[config.mk]
export PLATFORM = sky130hd
export DESIGN_NAME = mult_div_unit
export DESIGN_NICKNAME = d
export VERILOG_FILES = /design/src/rtl/mips_pkg.sv /design/src/rtl/mult_div_unit.sv
export SDC_FILE = /design/constraint.sdc
export NUM_CORES = 1
export LEC_CHECK = 0
export CORE_MARGIN = 1.5
export CORE_UTILIZATION = 37
export DETAILED_ROUTE_END_ITERATION = 7
export PLACE_DENSITY = 0.63
export REMOVE_ABC_BUFFERS = 1
export SYNTH_ARGS = -nofsm -noshare
export SYNTH_HDL_FRONTEND = slang
export SYNTH_SLANG_ARGS = --single-unit
[constraint.sdc]
create_clock -name clk -period 6.05 [get_ports clk]
set_clock_uncertainty 0.05 [all_clocks]
set_input_delay 1.21 -clock clk [delete_from_list [all_inputs] [get_ports clk]]
set_output_delay 1.21 -clock clk [all_outputs]
set_load 0.03 [all_outputs]
[src/rtl/mips_pkg.sv]
// rtl/mips_pkg.sv - shared MIPS core constants for decoder and mult/div unit
package mips_pkg;

  // mult/div unit operation codes as issued by the decoder
  localparam logic [1:0] MD_OP_MULT  = 2'b00;
  localparam logic [1:0] MD_OP_MULTU = 2'b01;
  localparam logic [1:0] MD_OP_DIV   = 2'b10;
  localparam logic [1:0] MD_OP_DIVU  = 2'b11;

  typedef enum logic [1:0] {
    MD_STATE_IDLE  = 2'd0,
    MD_STATE_CALC  = 2'd1,
    MD_STATE_FIXUP = 2'd2
  } md_state_e;

  // ALU operation select
  localparam logic [3:0] ALU_OP_ADD  = 4'd0;
  localparam logic [3:0] ALU_OP_SUB  = 4'd1;
  localparam logic [3:0] ALU_OP_AND  = 4'd2;
  localparam logic [3:0] ALU_OP_OR   = 4'd3;
  localparam logic [3:0] ALU_OP_XOR  = 4'd4;
  localparam logic [3:0] ALU_OP_NOR  = 4'd5;
  localparam logic [3:0] ALU_OP_SLT  = 4'd6;
  localparam logic [3:0] ALU_OP_SLTU = 4'd7;
  localparam logic [3:0] ALU_OP_SLL  = 4'd8;
  localparam logic [3:0] ALU_OP_SRL  = 4'd9;
  localparam logic [3:0] ALU_OP_SRA  = 4'd10;
  localparam logic [3:0] ALU_OP_LUI  = 4'd11;

  // register write-back source select
  localparam logic [2:0] WB_ALU  = 3'd0;
  localparam logic [2:0] WB_MEM  = 3'd1;
  localparam logic [2:0] WB_LINK = 3'd2;
  localparam logic [2:0] WB_HI   = 3'd3;
  localparam logic [2:0] WB_LO   = 3'd4;

endpackage

[src/rtl/mult_div_unit.sv]
// rtl/mult_div_unit.sv - iterative radix-2 multiply/divide unit owning HI/LO
module mult_div_unit
  import mips_pkg::*;
#(
  parameter int WIDTH = 32
) (
  input  logic             clk,
  input  logic             reset,
  input  logic             start,
  input  logic [1:0]       op,
  input  logic [WIDTH-1:0] operand_a,
  input  logic [WIDTH-1:0] operand_b,
  input  logic             hi_write,
  input  logic             lo_write,
  input  logic [WIDTH-1:0] write_data,
  output logic             busy,
  output logic             done,
  output logic [WIDTH-1:0] hi,
  output logic [WIDTH-1:0] lo
);

  localparam int AW = 2 * WIDTH + 1;
  localparam int SW = $clog2(WIDTH);

  md_state_e        state_q, state_d;
  logic [SW-1:0]    step_q, step_d;
  logic             div_q, div_d;
  logic             neg_res_q, neg_res_d;
  logic             neg_dvd_q, neg_dvd_d;
  logic             dz_q, dz_d;
  logic             done_q, done_d;
  logic [WIDTH-1:0] opnd_q, opnd_d;
  logic [WIDTH-1:0] hi_q, hi_d;
  logic [WIDTH-1:0] lo_q, lo_d;
  // shared shift register: {carry, hi, lo} for multiply, {remainder, quotient} for divide
  logic [AW-1:0]    acc_q, acc_d;

  // operand decode at issue
  logic             op_is_div, op_signed;
  logic [WIDTH-1:0] a_mag, b_mag;

  assign op_is_div = (op == MD_OP_DIV) || (op == MD_OP_DIVU);
  assign op_signed = (op == MD_OP_MULT) || (op == MD_OP_DIV);
  assign a_mag = (op_signed && operand_a[WIDTH-1]) ? -operand_a : operand_a;
  assign b_mag = (op_signed && operand_b[WIDTH-1]) ? -operand_b : operand_b;

  // multiply step: conditionally add multiplicand into the upper half, then shift right
  logic [WIDTH:0]   mul_sum;
  logic [AW-1:0]    mul_next;

  assign mul_sum  = acc_q[AW-1:WIDTH] + (acc_q[0] ? {1'b0, opnd_q} : {(WIDTH+1){1'b0}});
  assign mul_next = {1'b0, mul_sum, acc_q[WIDTH-1:1]};

  // divide step: shift in next dividend bit, trial-subtract divisor, keep result if no borrow
  logic [WIDTH:0]   div_rem_sh, div_diff;
  logic             div_ok;
  logic [AW-1:0]    div_next;

  assign div_rem_sh = acc_q[2*WIDTH-1:WIDTH-1];
  assign div_diff   = div_rem_sh - {1'b0, opnd_q};
  assign div_ok     = ~div_diff[WIDTH];
  assign div_next   = {(div_ok ? div_diff : div_rem_sh), acc_q[WIDTH-2:0], div_ok};

  // sign correction of the finished result; a zero divisor leaves the dividend as remainder
  logic [2*WIDTH-1:0] product;
  logic [WIDTH-1:0]   quot_fix, rem_fix;

  assign product  = neg_res_q ? -acc_q[2*WIDTH-1:0] : acc_q[2*WIDTH-1:0];
  assign quot_fix = dz_q ? {WIDTH{1'b1}}
                  : (neg_res_q ? -acc_q[WIDTH-1:0] : acc_q[WIDTH-1:0]);
  assign rem_fix  = neg_dvd_q ? -acc_q[2*WIDTH-1:WIDTH] : acc_q[2*WIDTH-1:WIDTH];

  // next-state and datapath control
  always_comb begin
    state_d   = state_q;
    step_d    = step_q;
    div_d     = div_q;
    neg_res_d = neg_res_q;
    neg_dvd_d = neg_dvd_q;
    dz_d      = dz_q;
    opnd_d    = opnd_q;
    hi_d      = hi_q;
    lo_d      = lo_q;
    acc_d     = acc_q;
    done_d    = 1'b0;

    case (state_q)
      MD_STATE_IDLE: begin
        if (start) begin
          div_d     = op_is_div;
          neg_res_d = op_signed && (operand_a[WIDTH-1] ^ operand_b[WIDTH-1]);
          neg_dvd_d = op_signed && operand_a[WIDTH-1];
          dz_d      = op_is_div && (operand_b == '0);
          opnd_d    = op_is_div ? b_mag : a_mag;
          acc_d     = {{(WIDTH+1){1'b0}}, (op_is_div ? a_mag : b_mag)};
          step_d    = SW'(WIDTH - 1);
          state_d   = MD_STATE_CALC;
        end else begin
          if (hi_write) hi_d = write_data;
          if (lo_write) lo_d = write_data;
        end
      end
      MD_STATE_CALC: begin
        acc_d = div_q ? div_next : mul_next;
        if (step_q == '0) begin
          state_d = MD_STATE_FIXUP;
        end else begin
          step_d = step_q - 1'b1;
        end
      end
      MD_STATE_FIXUP: begin
        if (div_q) begin
          lo_d = quot_fix;
          hi_d = rem_fix;
        end else begin
          {hi_d, lo_d} = product;
        end
        done_d  = 1'b1;
        state_d = MD_STATE_IDLE;
      end
      default: state_d = MD_STATE_IDLE;
    endcase
  end

  // state and datapath registers; reset discards any op in flight
  always_ff @(posedge clk or posedge reset) begin
    if (reset) begin
      state_q   <= MD_STATE_IDLE;
      step_q    <= '0;
      div_q     <= 1'b0;
      neg_res_q <= 1'b0;
      neg_dvd_q <= 1'b0;
      dz_q      <= 1'b0;
      done_q    <= 1'b0;
      opnd_q    <= '0;
      hi_q      <= '0;
      lo_q      <= '0;
      acc_q     <= '0;
    end else begin
      state_q   <= state_d;
      step_q    <= step_d;
      div_q     <= div_d;
      neg_res_q <= neg_res_d;
      neg_dvd_q <= neg_dvd_d;
      dz_q      <= dz_d;
      done_q    <= done_d;
      opnd_q    <= opnd_d;
      hi_q      <= hi_d;
      lo_q      <= lo_d;
      acc_q     <= acc_d;
    end
  end

  assign busy = (state_q != MD_STATE_IDLE);
  assign done = done_q;
  assign hi   = hi_q;
  assign lo   = lo_q;

endmodule
==> results.md <==
* Die Height at 203 microns
* CTS Buf Count at 17
* Status: completed
* Post-route DRC at 0
* Die ar. at approximately 0.041 sq mm
* Critical path data required time at 6320 ps
* FILL cells at 3941
* Commonest non-fill, non-tap cells in the layout: 201 x nand2_1, 176 x a21oi_1, 172 x dfrtp_1
* Setup Viol. Count Final at 0
* RSZ-0062 raised after global routing: false
* Netlist cell types at a little under 80
* Maxcap violations at 0
* Vias in the first global route at approximately 14000
* Crit path max fanout at 28
* CP cell instances: inv_1, ha_1, fa_1, nand2b_1, a21oi_1, o311ai_0, a21boi_0, or3_1, o31ai_1, nand2_1, o21ai_0, a21oi_1, ha_1, buf_4, mux2_2, a22oi_1, o21ai_0
* Post-DP Area at 0.0169 sq mm
* Starting Density at 0.374
* Synth Area per Inst at approximately 7.9 sq um
* Root Buffer: clkbuf_16
* Hold Violations, Final at 0
* Slowest cell on crit path: o311ai_0
* Actual slew at the worst max-slew pin at between 1000 and 1500 ps
* Layout cells sized above 1 at 0.0461
* Post-layout util at 0.441
* DRT antenna net count at 0
* Leak pwr at roughly 7.0 nW
* Most used DFF post-synth: dfrtp_1
* Setup_tns at 0 ps
* R2R Setup Slk at around 600 ps
* First-pass GRT wire length at 82800 microns
* Die width at 203 microns
* Total track usage at 0.260
* Clock-pin slew on the worst setup and hold paths at approximately 80 ps
* Max Freq at 0.183 GHz
* # H-tree levels at 4
* Hold_sp: lo[24]$_DFFE_PP0P_
* Total grt overflow at 0
* Setup crit end kind: flop
* Maximum number of pins on one net before global-route repair at 106
* DRT iter0 DRCs at 1300
* Dpl hpwl at 41600 microns
* Cells after Synth at 1870
* Slew HR at 0.132
* IO buf count at 168
* Antenna cell count at 0
* PostCTS Resize Cnt at 0
* Seq pwr share at 0.219
* Worst Hold End: lo[24]$_DFFE_PP0P_
* Nets at approximately 2100
* Gate power share at 0.680
* Design Power at between 10 and 15 mW
* Via Count at 14700
* I/O pin total at 169
* Switching part of the total power at 0.521
* Worst r2r dst: acc_q[46]$_DFFE_PP0P_
* Max Buffers Root-to-Sink at 2
* Latest clock arrival within the worst-skew pair at roughly 460 ps
* Worst r2r src: acc_q[31]$_DFFE_PP0P_
* Clock sinks at 173
* Syn Std Cell Area at roughly 0.015 sq mm
* Post-synthesis sequential area ratio at 0.292
* Post-CTS Setup Inserts at 0
* Tcrit/Tclk final at 0.901
* Startpoint Class: flop
* Hold-fix buffers, CTS at 0
* Most common cell after layout, fill and taps aside: nand2_1
* Core area at 0.0396 sq mm
* DRT Pass-1 Iters at 6
* Sw Pwr at between 5 and 6 mW
* Worst min path class: flop to flop
* Final Instance Area at 0.0175 sq mm
* Crit path largest cell delay at between 600 and 700 ps
* TritonCTS clock tree: yes
* Synth async-reset ratio at 1.00
* Final Max Tran Viols at 0
* Number of synthesized register bits at 173
* Vias per inst at 5.87
* Synthesis-to-layout area growth at 17.9%
* Arr. time, crit path at 5720 ps
* Post-DR wirelength/cell at roughly 22 microns
* R2R depth at 17
* Clock share of power at 0.101
* Rows at 73
* Pint at 5.51 mW
* Synth Warn # at 0
* Min Tclk post-route at 5450 ps
* Gpl congestion at 0.958
* Power density cells at 657 mW/mm^2
* Maximum VDD drop at 0.000284 V
* Top cells by area, synth: dfrtp_1 29%, ha_1 6.0%, a21oi_1 5.9%
* Area share of the largest cell type after synthesis at 0.292
* Synth area leader: dfrtp_1
* Initial antenna violation count at 0
* Number of synthesized flops with an enable pin at 0
* Critical path class: flop to flop
* Routed WL at 53800 microns
* Hold path depth at 2
-- metrics by stage --
| step | setup slack, ps | instances | hold WS [ps] |
|---|---|---|---|
| after detailed placement | 817 | 2466 | 420 |
| final | 597 | 2498 | 428 |
| after global placement | 975 | 2466 | 413 |
| after CTS | 803 | 2498 | 436 |
| after floorplan | 102 | 1752 | 389 |
| after global routing | 239 | 2498 | 462 |
-- worst max-delay path by stage --
stage / startpoint / end / slack, ps / depth (start not counted)
3_5_place_dp: acc_q[31]$_DFFE_PP0P_ / acc_q[46]$_DFFE_PP0P_ / 820 / 17
4_1_cts: acc_q[31]$_DFFE_PP0P_ / acc_q[46]$_DFFE_PP0P_ / 800 / 17
5_1_grt: acc_q[31]$_DFFE_PP0P_ / acc_q[44]$_DFFE_PP0P_ / 240 / 17
3_3_place_gp: acc_q[31]$_DFFE_PP0P_ / acc_q[46]$_DFFE_PP0P_ / 970 / 17
2_1_floorplan: reset / acc_q[0]$_DFFE_PP0P_ / 100 / 1
6_report: acc_q[31]$_DFFE_PP0P_ / acc_q[46]$_DFFE_PP0P_ / 600 / 17
-- power by group through the flow --
| stage | sequential (mW) | combinational (mW) | clock (mW) |
|---|---|---|---|
| CTS | 2.49 | 7.72 | 1.17 |
| finish | 2.52 | 7.82 | 1.16 |
| detailed placement | 2.51 | 7.68 | 0 |
| global route | 2.59 | 8.56 | 1.21 |
| global placement | 2.49 | 7.61 | 0 |
| floorplan | 2.69 | 5.05 | 0 |
-- metal layers --
metal  wire length (microns)  track usage  part of all wire
met5                       0            0                 0
met2                   24800        0.420              0.46
met1                   24200        0.359              0.45
met4                    1470       0.0870             0.027
met3                    3320       0.0307             0.062
-- layout make-up --
| class | instances | area, sq um | area share |
|---|---|---|---|
| clock buffers | 19 | 443 | 0.0253 |
| clock inverters | 13 | 153 | 0.00872 |
| inverters | 67 | 256 | 0.0147 |
| multi-input cells | 1512 | 9810 | 0.561 |
| flip-flops and latches | 173 | 4330 | 0.247 |
| well taps | 525 | 657 | 0.0375 |
| repair buffers | 189 | 1850 | 0.106 |
-- registers in the layout, summed over array words and instances (netlist names) --
signal / flops
neg_res_q: 1
div_q: 1
neg_dvd_q: 1
step_q: 5
lo: 32
acc_q: 65
hi: 32
state_q: 2
done: 1
opnd_q: 32
dz_q: 1
-- cells by family (layout without fill, tap and decap cells) --
logic type / after synthesis / in the layout / share of synthesized area
adders and majority gates: 73 / 73 / 0.0626
DFF: 173 / 173 / 0.292
and+or+nand+nor: 568 / 568 / 0.181
buffers and inverters: 185 / 288 / 0.0482
AOI/OAI and AO/OA: 633 / 633 / 0.270
muxes: 70 / 70 / 0.0476
xor gates and xnor gates: 168 / 168 / 0.0992
-- cells in the mapped netlist, types with 12 or more instances --
cell type,n
inv_1,66
xnor2_1,88
ha_1,71
nand2_1,202
a211oi_1,39
buf_1,15
a21oi_1,176
dfrtp_1,173
a31oi_1,30
a221o_1,25
o31ai_1,24
nand2b_1,17
xor2_1,80
nor4_1,14
a21o_1,19
clkbuf_1,97
o21ai_0,167
nor2_1,161
nand3_1,24
o41ai_1,14
or4_1,12
o22ai_1,12
o211ai_1,37
nor3_1,27
mux2i_1,66
and2_1,12
nor2b_1,32
or3_1,16
-- worst max-delay path: cells and delay by family (launching register included) --
| kind | cells | cell delay, ps |
|---|---|---|
| fa+ha+maj | 3 | 920 |
| flops | 1 | 420 |
| buf+inv | 2 | 580 |
| compound gates | 8 | 2190 |
| mux | 1 | 380 |
| simple gates | 3 | 770 |
(Power assumes the default switching activity.)
